File: config.mk
export PLATFORM = sky130hd
export DESIGN_NAME = risc_fetch_flat
export DESIGN_NICKNAME = d
export VERILOG_FILES = /design/src/rtl/risc_pkg.sv /design/src/rtl/risc_fetch_if.sv /design/src/rtl/risc_fetch_fifo.sv /design/src/rtl/risc_fetch.sv /design/src/flat_wrapper.sv
export SDC_FILE = /design/constraint.sdc
export NUM_CORES = 1
export LEC_CHECK = 0
export CAP_MARGIN = 20
export CORE_AREA = 2 2 75 77
export CTS_CLUSTER_SIZE = 10
export DETAILED_ROUTE_END_ITERATION = 7
export DIE_AREA = 0 0 77 79
export PLACE_DENSITY = 0.82
export SETUP_SLACK_MARGIN = 0.3
export SYNTH_ARGS = -nofsm -noshare
export SYNTH_HDL_FRONTEND = slang
export SYNTH_SLANG_ARGS = --single-unit
export TNS_END_PERCENT = 100
File: constraint.sdc
create_clock -name clk -period 4.2 [get_ports clk]
set_clock_uncertainty 0.05 [all_clocks]
set_input_delay 1.26 -clock clk [delete_from_list [all_inputs] [get_ports clk]]
set_output_delay 1.26 -clock clk [all_outputs]
set_load 0.02 [all_outputs]
File: src/rtl/risc_pkg.sv
// Shared definitions for the risc fetch/decode slice.
// Optional RISC_FETCH_HALT_EN adds the HALT fetch state.
package risc_pkg;

   localparam int unsigned IW_DEF = 13;
   localparam int unsigned AW_DEF = 8;

   localparam logic [3:0]  OP_LD     = 4'b1110;
   localparam logic [3:0]  OP_ST     = 4'b1111;
   localparam logic [12:0] HALT_WORD = 13'h1FFF;

   typedef enum logic [1:0] {
      ST_BOOT = 2'd0,
      ST_RUN  = 2'd1
`ifdef RISC_FETCH_HALT_EN
      ,
      ST_HALT = 2'd2
`endif
   } fetch_state_e;

endpackage

File: src/rtl/risc_fetch_if.sv
// Fetch-side bundle: instruction memory port plus decode handshake.
interface risc_fetch_if #(
   parameter int unsigned IW = risc_pkg::IW_DEF,
   parameter int unsigned AW = risc_pkg::AW_DEF
);
   logic          imem_req;
   logic [AW-1:0] imem_addr;
   logic [IW-1:0] imem_rdata;
   logic          stall;
   logic          redirect;
   logic [AW-1:0] redirect_pc;
   logic [IW-1:0] instr;
   logic          instr_valid;
   logic [AW-1:0] instr_pc;

   modport master (
      output imem_req, imem_addr, instr, instr_valid, instr_pc,
      input  imem_rdata, stall, redirect, redirect_pc
   );

   modport slave (
      input  imem_req, imem_addr, instr, instr_valid, instr_pc,
      output imem_rdata, stall, redirect, redirect_pc
   );
endinterface

File: src/rtl/risc_fetch_fifo.sv
// 2-entry prefetch FIFO; entry 0 is always the head, flush beats push.
module risc_fetch_fifo
   import risc_pkg::*;
#(
   parameter int unsigned W = IW_DEF + AW_DEF
) (
   input  logic         clk,
   input  logic         rst,
   input  logic         push,
   input  logic         pop,
   input  logic         flush,
   input  logic [W-1:0] wdata,
   output logic [W-1:0] head,
   output logic [1:0]   count
);
   logic [W-1:0] e0_q, e0_d, e1_q, e1_d;
   logic [1:0]   cnt_q, cnt_d;
   logic         do_pop, do_push;

   assign do_pop  = pop & (cnt_q != 2'd0);
   assign do_push = push & ~((cnt_q == 2'd2) & ~do_pop);

   always_comb begin
      e0_d  = e0_q;
      e1_d  = e1_q;
      cnt_d = cnt_q;
      if (flush) begin
         cnt_d = '0;
      end else begin
         unique case ({do_push, do_pop})
            2'b10: begin
               if (cnt_q == 2'd0) e0_d = wdata;
               else               e1_d = wdata;
               cnt_d = cnt_q + 2'd1;
            end
            2'b01: begin
               e0_d  = e1_q;
               cnt_d = cnt_q - 2'd1;
            end
            2'b11: begin
               if (cnt_q == 2'd1) begin
                  e0_d = wdata;
               end else begin
                  e0_d = e1_q;
                  e1_d = wdata;
               end
            end
            default: ;
         endcase
      end
   end

   always_ff @(posedge clk) begin
      if (rst) begin
         e0_q  <= '0;
         e1_q  <= '0;
         cnt_q <= '0;
      end else begin
         e0_q  <= e0_d;
         e1_q  <= e1_d;
         cnt_q <= cnt_d;
      end
   end

   assign head  = e0_q;
   assign count = cnt_q;
endmodule

File: src/rtl/risc_fetch.sv
// Instruction fetch: PC, 1-cycle-latency imem requests, 2-deep prefetch FIFO.
// Define RISC_FETCH_HALT_EN to stop fetching after an all-ones word.
module risc_fetch
   import risc_pkg::*;
#(
   parameter int unsigned   IW       = IW_DEF,
   parameter int unsigned   AW       = AW_DEF,
   parameter logic [AW-1:0] RESET_PC = '0
) (
   input logic           clk,
   input logic           rst,
   risc_fetch_if.master  bus
);
   fetch_state_e  state_q, state_d;
   logic [AW-1:0] pc_q, pc_d;
   logic          infl_q, infl_d;
   logic [AW-1:0] ifpc_q, ifpc_d;

   logic [IW+AW-1:0] head;
   logic [1:0]       count;
   logic             valid, pop, push, req, credit_ok, halted;

   assign valid = (count != 2'd0);
   assign pop   = valid & ~bus.stall & ~bus.redirect;

`ifdef RISC_FETCH_HALT_EN
   logic halt_hit;
   assign halted   = (state_q == ST_HALT);
   assign halt_hit = push & (bus.imem_rdata == IW'(HALT_WORD));
`else
   assign halted = 1'b0;
`endif

   // Responses landing in HALT or during a redirect are discarded.
   assign push = infl_q & ~bus.redirect & ~halted;

   // Slots left = 2 - occupancy - in-flight, plus the one freed by this pop.
   assign credit_ok = ({1'b0, count} + {2'b00, infl_q}) < (3'd2 + {2'b00, pop});

   always_ff @(posedge clk) begin
      if (rst) state_q <= ST_BOOT;
      else     state_q <= state_d;
   end

   always_comb begin
      state_d = state_q;
      unique case (state_q)
         ST_BOOT: state_d = ST_RUN;
         ST_RUN: begin
`ifdef RISC_FETCH_HALT_EN
            if (!bus.redirect && halt_hit) state_d = ST_HALT;
`endif
         end
`ifdef RISC_FETCH_HALT_EN
         ST_HALT: if (bus.redirect) state_d = ST_RUN;
`endif
         default: state_d = ST_BOOT;
      endcase
   end

   always_comb begin
      req = (state_q == ST_RUN) & ~bus.redirect & credit_ok;
   end

   always_comb begin
      pc_d   = pc_q;
      infl_d = req;
      ifpc_d = req ? pc_q : ifpc_q;
      if (bus.redirect) pc_d = bus.redirect_pc;
      else if (req)     pc_d = pc_q + AW'(1);
   end

   always_ff @(posedge clk) begin
      if (rst) begin
         pc_q   <= RESET_PC;
         infl_q <= 1'b0;
         ifpc_q <= '0;
      end else begin
         pc_q   <= pc_d;
         infl_q <= infl_d;
         ifpc_q <= ifpc_d;
      end
   end

   risc_fetch_fifo #(.W(IW + AW)) u_fifo (
      .clk   (clk),
      .rst   (rst),
      .push  (push),
      .pop   (pop),
      .flush (bus.redirect),
      .wdata ({bus.imem_rdata, ifpc_q}),
      .head  (head),
      .count (count)
   );

   assign bus.imem_req    = req;
   assign bus.imem_addr   = req ? pc_q : '0;
   assign bus.instr_valid = valid;
   assign bus.instr       = valid ? head[IW+AW-1:AW] : '0;
   assign bus.instr_pc    = valid ? head[AW-1:0] : '0;
endmodule

File: src/flat_wrapper.sv
// flat-port wrapper written by rule: the top's interface ports become plain ports
module risc_fetch_flat import risc_pkg::*;
#(
   parameter int unsigned   IW       = IW_DEF,
   parameter int unsigned   AW       = AW_DEF,
   parameter logic [AW-1:0] RESET_PC = '0
)
  (clk, rst, bus_imem_req, bus_imem_addr, bus_instr, bus_instr_valid, bus_instr_pc, bus_imem_rdata, bus_stall, bus_redirect, bus_redirect_pc);
  risc_fetch_if #(.IW(IW), .AW(AW)) bus_i ();
  input logic clk;
  input logic rst;
  output wire logic [$bits(bus_i.imem_req)-1:0] bus_imem_req;
  output wire logic [$bits(bus_i.imem_addr)-1:0] bus_imem_addr;
  output wire logic [$bits(bus_i.instr)-1:0] bus_instr;
  output wire logic [$bits(bus_i.instr_valid)-1:0] bus_instr_valid;
  output wire logic [$bits(bus_i.instr_pc)-1:0] bus_instr_pc;
  input wire logic [$bits(bus_i.imem_rdata)-1:0] bus_imem_rdata;
  input wire logic [$bits(bus_i.stall)-1:0] bus_stall;
  input wire logic [$bits(bus_i.redirect)-1:0] bus_redirect;
  input wire logic [$bits(bus_i.redirect_pc)-1:0] bus_redirect_pc;
  assign bus_imem_req = bus_i.imem_req;
  assign bus_imem_addr = bus_i.imem_addr;
  assign bus_instr = bus_i.instr;
  assign bus_instr_valid = bus_i.instr_valid;
  assign bus_instr_pc = bus_i.instr_pc;
  assign bus_i.imem_rdata = bus_imem_rdata;
  assign bus_i.stall = bus_stall;
  assign bus_i.redirect = bus_redirect;
  assign bus_i.redirect_pc = bus_redirect_pc;
  risc_fetch #(.IW(IW), .AW(AW), .RESET_PC(RESET_PC)) u_core (.clk(clk), .rst(rst), .bus(bus_i));
endmodule
# --- After elaboration in Yosys (flattened, before gate mapping) ---
# Index checks and enable logic that the tools add are counted.
classes:
  addsub: 5
  magnitude_cmp: 1
  eq_ne: 9
  muxes: 13
  bitwise_logic: 12
  reduce_logical: 10
ops:
  columns: ["op", "count"]
  rows:
  - ["$mux 21", 4]
  - ["$pmux 21 s3", 1]
  - ["$pmux 21 s2", 1]
  - ["$mux 8", 4]
  - ["$mux 13", 1]
  - ["$add 8x1->8 const B", 1]
  - ["$and 1x1->1", 8]
  - ["$pmux 2 s2", 2]
  - ["$reduce_bool 2->1", 4]
  - ["$eq 2x1->1 const B", 3]
  - ["$eq 2x2->1 const B", 3]
  - ["$ne 2x2->1 const B", 3]
  - ["$logic_not 2->1", 2]
  - ["$not 1->1", 4]
  - ["$reduce_and 4->1", 1]
  - ["$add 2x1->3", 1]
  - ["$add 2x1->3 const A", 1]
  - ["$lt 3x3->1", 1]
  - ["$reduce_and 3->1", 1]
  - ["$reduce_bool 3->1", 1]
  - ["$add 2x1->2 const B", 1]
  - ["$reduce_or 2->1", 1]
  - ["$sub 2x1->2 const B", 1]
word_totals:
  regBits: 63
  input_bits: 25
  out_inout_bits: 31
  elab_cells: 57

# --- Depth between registers and ports, before layout ---
# Gate-level depths: netlist (run 1).
logic_depth:
  word_depth: 11
  depth_mapped: 8
  mapped_depth_nobuf: 7

# --- Hierarchy ---
# Synthesis (run 1) repeated with hierarchy kept, for this count alone.
unflattened:
  hier_cells: 348
  hier_area_um2: 2935.3
by_module_without_submodules:
  columns: ["module", "n_inst", "cells_each", "area_each_um2", "seq_area_each_um2"]
  rows:
  - ["risc_fetch_fifo", 1, 209, 1858.0, 880.8]
  - ["risc_fetch", 1, 139, 1077.3, 360.3]

# --- Worst setup path before layout (run 1) ---
# No wires, ideal clock.
synth_path:
  path_kind: "input to output"
  startpoint: "in bus_redirect"
  endpoint: "out bus_imem_addr[0]"
  t_arrival_ps: 2457
  required_ps: 2890
  setup_slack_ps: 433
  stages: 6
  path_buffers: 1
  path_cell_list: "buf_6 o41ai_4 nand3_4 clkinv_4 nand2_1 inv_1"
synth_via:
  elab_chain_cells: 6
  elab_cells_between_ends: 7
  classes_between: "add/sub: 1; order compare: 1; mux: 1; bitwise: 4"
synth_rtl:
  columns: ["element", "line", "rtl"]
  rows:
  - ["start, declared", "flat_wrapper.sv:19", "input wire logic [$bits(bus_i.redirect)-1:0] bus_redirect;"]
  - ["$not 1->1 (no line) *", null, null]
  - ["$and 1x1->1", "risc_fetch.sv:24", "assign pop = valid & ~bus.stall & ~bus.redirect;"]
  - ["$add 2x1->3", "risc_fetch.sv:38", "assign credit_ok = ({1'b0, count} + {2'b00, infl_q}) < (3'd2 + {2'b00, pop});"]
  - ["$lt 3x3->1", "risc_fetch.sv:38", null]
  - ["$and 1x1->1 *", "risc_fetch.sv:62", "req = (state_q == ST_RUN) & ~bus.redirect & credit_ok;"]
  - ["via bus_imem_req", "flat_wrapper.sv:12", "output wire logic [$bits(bus_i.imem_req)-1:0] bus_imem_req;"]
  - ["$mux 8 *", "risc_fetch.sv:97", "assign bus.imem_addr = req ? pc_q : '0;"]
  - ["end, declared", "flat_wrapper.sv:13", "output wire logic [$bits(bus_i.imem_addr)-1:0] bus_imem_addr;"]
# Mark *: on every way through the listed nets, which the timed path passes. The rest lies on a longest branch.

# --- Worst setup path in the final report (run 1) ---
layout_path:
  startpoint: "in bus_stall"
  endpoint: "out bus_imem_req"
layout_via:
  elab_chain_cells: 6
layout_rtl:
  columns: ["element", "line", "rtl"]
  rows:
  - ["start, declared", "flat_wrapper.sv:18", "input wire logic [$bits(bus_i.stall)-1:0] bus_stall;"]
  - ["$not 1->1", "risc_fetch.sv:24", null]
  - ["$and 1x1->1 (2 in series)", "risc_fetch.sv:24", null]
  - ["$add 2x1->3", "risc_fetch.sv:38", null]
  - ["$lt 3x3->1", "risc_fetch.sv:38", null]
  - ["$and 1x1->1", "risc_fetch.sv:62", null]
  - ["end, declared", "flat_wrapper.sv:12", null]
# No other way between the ends.

==> results by group, run 1 <==
Yosys
  – Top post-synthesis cells by area: dfxtp_1 (44%), mux2i_1 (8.2%), nand2_1 (8.0%)
  – Distinct cells, synth: 36
  – Asr flop ratio synth: 0%
  – Synthesized Nets: 363
  – Mapped Avg Cell Area: 8.46 um^2
  – Top cell type's share of synthesized area: between 40 and 50%
  – Area leader, netlist: dfxtp_1
  – Post-synth EDFFs: 0
  – Syn. warnings: 0
  – Register area share after synthesis: 44.2%
  – Flop and latch count out of synthesis: 62
  – Most numerous cell in the Yosys netlist: dfxtp_1
  – Most used DFF post-synth: dfxtp_1
  – Synth top cells by count: dfxtp_1 (62), nand2_1 (60), o21ai_0 (26), mux2i_1 (23), nor2b_1 (23)
  – Mapped Cells: between 300 and 400
  – Netlist Area Pre-Place: 0.00281 mm^2

Drt
  – Routed length on met2: 3.37 mm
  – ANT nets after route: 0
  – Drc violations: 0
  – DR vias/cell: roughly 5.3
  – Routed via count: about 2500
  – DR WL/cell: ~14 um
  – Drt initial violations: around 170
  – DR top layer: met4
  – Metal-1 WL: between 2 and 3 mm
  – DRT Wirelength: between 6 and 7 mm
  – Met3 routed WL: roughly 360 um
  – Initial DRT Pass Iterations: 5

CTS
  – H-tree Lvls: 3
  – Clk buf depth: 2
  – CTS Buf Count: 9
  – Num Clock Sinks: between 60 and 70
  – CTS tree: built
  – Root Driver: clkbuf_8
  – Clk_lat worst skew: between 300 and 400 ps
  – Worst-path clk slew: around 70 ps

Worst setup path
  – Worst Setup Path Type: input pin to output pin
  – FF-to-FF path depth: 8
  – Startpoint Class: input pin
  – Worst R2R Start: u_core.u_fifo.count[1]
  – CP max FO: 5
  – R2r setup slk: about 1800 ps
  – Worst Path Arrival: 2520 ps
  – Endpoint type of the worst setup path: output pin
  – Critical Path RT: 2890 ps
  – FF-to-FF End: u_core.u_fifo.head[1]

Finish
  – Antenna Cells: 0
  – Nets: 426
  – Layout cells sized above 1: a little under an eighth
  – Finished Layout Cells: roughly 470
  – Synth-to-layout area growth: 29.5%
  – Post-Layout Inst Area: 0.00364 mm^2

Die
  – Initial Util: 52.6%
  – DIE AREA: 0.00608 mm^2
  – I/O pins: between 50 and 60
  – Row cnt: 27
  – Core ar.: 0.00534 mm^2
  – Die Ht: around 79 um
  – Die W: ~77 um

STA
  – RSZ-0062 raised after global routing: no
  – Final setup violation count: 0
  – Tightest Pin Transition: 812 ps
  – Hold_ws: around 420 ps
  – Max-slew violation count: 0
  – Post-route clock period utilization: between 90% and 100%
  – Fin Setup TNS: 0 ps
  – Final min period: 3830 ps
  – Max Freq: 0.261 GHz
  – Slew headroom: between 40% and 50%
  – Fin. Hold Viols: 0

GRT
  – Initial antenna violation count: 0
  – Global Route Usage Sum: a little under a quarter
  – Overflow after GRT: 0
  – First-pass GRT wire length: between 10 and 15 mm
  – Number of global-route vias before repair: 2369
  – Largest net degree at the start of global routing: 43

Placement
  – Placed cell areas: between 0.003 and 0.004 mm^2
  – Dpl cells: about 460
  – Port Buffers: 55
  – Placer Congestion: about 0.89
  – DP HPWL: around 4.3 mm

Power and ir drop
  – Psw: 315 uW
  – Part of the power in registers: ~50%
  – Peak VDD IR: ~220 uV
  – Part of the power in the clock network: between 30% and 40%
  – Int Pwr: about 950 uW
  – Power Total: roughly 1300 uW
  – Pwr dens: 348 mW/mm^2
  – P_leak: approximately 0.0016 uW
  – Switching share of power: 24.9%
  – Logic pwr share: approximately 11%

Min path
  – Hold endpoint: u_core.u_fifo.head[0]
  – Min-Delay Path Class: flip-flop to flip-flop
  – Hold Path Cell Cnt: 2
  – Hold path startpoint: u_core.u_fifo.e1_q[0]

Status
  – Status: finished clean

Flow run
  – Maxcap violations: 0
per-stage QoR:
step                      worst slack [ps]  util [%]
after floorplan                        433         -
after global placement                -185      65.4
after detailed placement              -256      65.4
after CTS                              301      68.1
after global routing                   327      68.1
final                                  366      68.1
layout by cell type, fill, tap and decap left out, types with 2 or more instances in the layout:
master / count
nand2_1: 60
dlygate4sd2_1: 3
dfxtp_1: 62
clkinv_2: 3
o21ai_0: 26
clkbuf_8: 9
a21oi_1: 14
nand4_1: 3
and3_1: 2
xor2_1: 7
ha_1: 6
buf_4: 17
nand3_1: 6
nor2b_1: 23
nor3_1: 3
buf_2: 8
inv_1: 12
mux2i_1: 23
a31oi_1: 21
nor2_1: 22
clkdlybuf4s50_1: 44
clkbuf_1: 3
o21ai_1: 2
critical path: stages:
cell and delay [ps]:
dlygate4sd2_1 270, o41ai_4 400, nand3_4 160, clkinv_4 100, dlygate4sd2_1 340
sequential cells by signal, indices dropped and copies added (netlist names):
register,count
u_core.u_fifo.e1_q,21
u_core.u_fifo.head,21
u_core.ifpc_q,8
u_core.pc_q,8
u_core.u_fifo.count,2
u_core.infl_q,1
u_core.state_q,1
cell type report:
class / instances / area, um^2
Sequential cell: 62 / 1240
Clock inverter: 4 / 47.5
Fill cell: 474 / 1700
Tap cell: 72 / 90.1
Clock buffer: 12 / 135
Timing Repair inverter: 1 / 5.00
Multi-Input combinational cell: 234 / 1410
Inverter: 14 / 57.6
Timing Repair Buffer: 73 / 646
cells by family after synthesis:
kind of cell / count (synthesis) / share of synthesized area (%)
and+or+nand+nor: 127 / 21.3
AOI/OAI and AO/OA: 70 / 15.4
DFF: 62 / 44.2
buffers and inverters: 36 / 5.70
muxes: 23 / 8.20
xor gates and xnor gates: 8 / 2.50
adders and majority gates: 6 / 2.67
routing by layer:
metal,vias up,track usage (%)
li1,1253,-
met1,1172,25.6
met2,80,40.5
met3,7,6.59
met4,0,7.86
met5,-,0
power by group through the flow:
stage	clock [uW]	combinational, uW	sequential (uW)
2_1_floorplan	0	82.7	636
3_3_place_gp	0	136	640
3_5_place_dp	0	139	641
4_1_cts	511	138	628
5_1_grt	534	151	631
6_report	497	139	629
repair_timing:
| action | in CTS | in global routing |
|---|---|---|
| setup buffers | 0 | 0 |
| endpoints found under the setup margin | 9 | 2 |
| hold buffers | 0 | 0 |
| gates cloned | 0 | 1 |
| resized for setup | 35 | 1 |
| pin swaps | 1 | 2 |
worst max-delay path by stage:
| stage | slack, ps | endpoint | cells after the start | start |
|---|---|---|---|---|
| floorplan | 430 | bus_imem_addr[0] | 6 | bus_redirect |
| global placement | -190 | bus_imem_addr[1] | 7 | bus_redirect |
| detailed placement | -260 | bus_imem_addr[2] | 7 | bus_redirect |
| CTS | 300 | bus_imem_addr[4] | 7 | bus_stall |
| global route | 330 | bus_imem_req | 5 | bus_stall |
| finish | 370 | bus_imem_req | 5 | bus_stall |
Power figures use the tool's default switching activity.
==> run 2: changes to the inputs <==
Settings changed: CORE_AREA 2 2 75 77 to 2 2 78 80, DIE_AREA 0 0 77 79 to 0 0 80 82, PLACE_DENSITY 0.82 to 0.77.
==> run 2 against run 1 <==
  * Core utilization fell by 3.6 points
  * Combinational power hardly changed
  * Power grew 8.0%
  * Count of clock-buffer cells in the layout is 1 higher
  * Non-clock buffer count up 2
  * Flip-flop and latch count unchanged
  * Hold slack better by 2.4 ps
  * Clock power is 21% higher
  * Via count decreased by 4.2%
  * Setup slack lost 6.3 ps
  * Routed wire length shrank 9.5%
==> results by group, run 2 (synthesized netlist as in run 1, its figures left out) <==
Status
  – Status: finished clean

Power and ir drop
  – Pwr dens: 368 mW/mm^2
  – P_leak: 0.00161 uW
  – Peak VDD IR: slightly above 200 uV

STA
  – Post-route clock period utilization: about nine tenths
  – Hold_ws: ~420 ps
  – Fin. Hold Viols: 0
  – Fin Setup TNS: 0 ps
  – RSZ-0062 raised after global routing: yes
  – Final min period: around 3800 ps
  – Max Freq: 0.260 GHz
  – Final setup violation count: 0
  – Tightest Pin Transition: between 800 and 900 ps
  – Slew headroom: between 40% and 50%
  – Max-slew violation count: 0

CTS
  – Clk_lat worst skew: between 300 and 400 ps
  – Hold Buf Count CTS: 0
  – Worst-path clk slew: roughly 70 ps
  – CTS tree: built
  – CTS Buf Count: 9
  – Postcts setup bufs: 0
  – Num Clock Sinks: 62
  – Root Driver: clkbuf_8
  – Clk buf depth: 2
  – H-tree Lvls: 3

Drt
  – ANT nets after route: 0
  – DR vias/cell: 5.06
  – DRT Wirelength: between 6 and 7 mm
  – Initial DRT Pass Iterations: 4
  – Routed via count: between 2000 and 2500
  – Drt initial violations: 118
  – Drc violations: 0
  – DR WL/cell: roughly 13 um

Finish
  – Synth-to-layout area growth: 32.0%
  – Fillcell total: about 500
  – Post-Layout Inst Area: roughly 0.0037 mm^2
  – Most frequent cells in the layout: dfxtp_1 (62), nand2_1 (60), clkdlybuf4s50_1 (44)
  – Nets: roughly 430
  – Finished Layout Cells: about 480
  – Commonest non-fill, non-tap cell in the layout: dfxtp_1
  – Layout cells sized above 1: 12.5%
  – Antenna Cells: 0
  – Final Util: 64.5%

Min path
  – Hold Path Cell Cnt: 2
  – Hold path startpoint: u_core.u_fifo.e1_q[20]
  – Min-Delay Path Class: flip-flop to flip-flop
  – Hold endpoint: u_core.u_fifo.head[20]

Placement
  – Placer Congestion: about 0.86
  – Dpl cells: 460
  – Port Buffers: 55
  – DP HPWL: just under 4 mm
  – Placed cell areas: between 0.003 and 0.004 mm^2

Worst setup path
  – Max stage delay on crit path: 400 ps
  – FF-to-FF path depth: 8
  – CP Cell Sequence: dlygate4sd2_1, o41ai_4, nand3_4, clkinv_4, nand2_1, inv_1, clkdlybuf4s15_2
  – R2r setup slk: ~1900 ps
  – Critical Path RT: about 2900 ps
  – Master of the slowest instance on the critical path: o41ai_4
  – Worst Setup Path Type: input pin to output pin
  – Startpoint Class: input pin
  – Worst R2R Start: u_core.u_fifo.count[1]
  – FF-to-FF End: u_core.u_fifo.head[8]
  – CP max FO: 9
  – Worst Path Arrival: 2530 ps
  – Endpoint type of the worst setup path: output pin

Die
  – I/O pins: 56
  – Initial Util: roughly half
  – Core ar.: around 0.0057 mm^2
  – Row cnt: 28
  – DIE AREA: about 0.0066 mm^2
  – Die Ht: 82 um
  – Die W: 80 um

GRT
  – Global Route Usage Sum: about a fifth
  – Largest net degree at the start of global routing: between 40 and 50
  – Overflow after GRT: 0
  – First-pass GRT wire length: between 10 and 15 mm
  – Number of global-route vias before repair: about 2300
  – Initial antenna violation count: 0

Flow run
  – Maxcap violations: 0
[run 2: cell count changes in the layout (fill, tap and decap cells not counted), sizes merged]
cell / previous run / this run
buf: 26 / 27
clkinv: 5 / 3
clkbuf: 12 / 13
clkdlybuf4s15: 0 / 1
bufinv: 1 / 2
clkinvlp: 1 / 0
[run 2: per-stage QoR]
stage / power [uW] / setup WS (ps)
2_1_floorplan: 719 / 433
3_3_place_gp: 778 / -184
3_5_place_dp: 780 / -218
4_1_cts: 1370 / 343
5_1_grt: 1420 / 234
6_report: 1370 / 360
[run 2: area by class of cell]
cell class | count | area [um^2] | share of cell area (%)
well taps | 75 | 93.8 | 2.53
clock inverters | 3 | 65.1 | 1.75
clock buffers | 13 | 169 | 4.56
flip-flops and latches | 62 | 1240 | 33.5
multi-input cells | 234 | 1410 | 38.1
inverters | 14 | 57.6 | 1.55
repair buffers | 75 | 667 | 18.0
[run 2: power by group]
part,total [uW],internal [uW],switching (uW)
registers,628,612,15.9
clock network,602,382,219
logic,136,64.6,71.4
total,1370,1060,307
[run 2: worst max-delay path, delay by kind of cell]
family                 cells  cell delay (ps)
buffers and inverters      4              680
AOI/OAI and AO/OA          1              400
and+or+nand+nor            2              200
[run 2: worst max-delay path by stage]
stage | start | end | slack [ps] | cells after the start
floorplan | bus_redirect | bus_imem_addr[0] | 430 | 6
global placement | bus_redirect | bus_imem_addr[0] | -180 | 7
detailed placement | bus_redirect | bus_imem_addr[0] | -220 | 7
CTS | bus_stall | bus_imem_addr[3] | 340 | 7
global route | bus_stall | bus_imem_addr[6] | 230 | 7
finish | bus_stall | bus_imem_addr[6] | 360 | 7
[run 2: per-layer routing]
layer / vias to the layer above / track usage, % / share of wire [%]
li1: 1266 / - / -
met1: 1075 / 25.5 / 45
met2: 62 / 33.1 / 48
met3: 4 / 5.16 / 5.8
met4: 0 / 7.12 / 0.69
met5: - / 0 / 0
[run 2: timing repair]
action,4_1_cts,5_1_grt
pin swaps,1,0
gates resized for setup,31,4
hold endpoints to repair,0,0
setup endpoints to repair,9,5
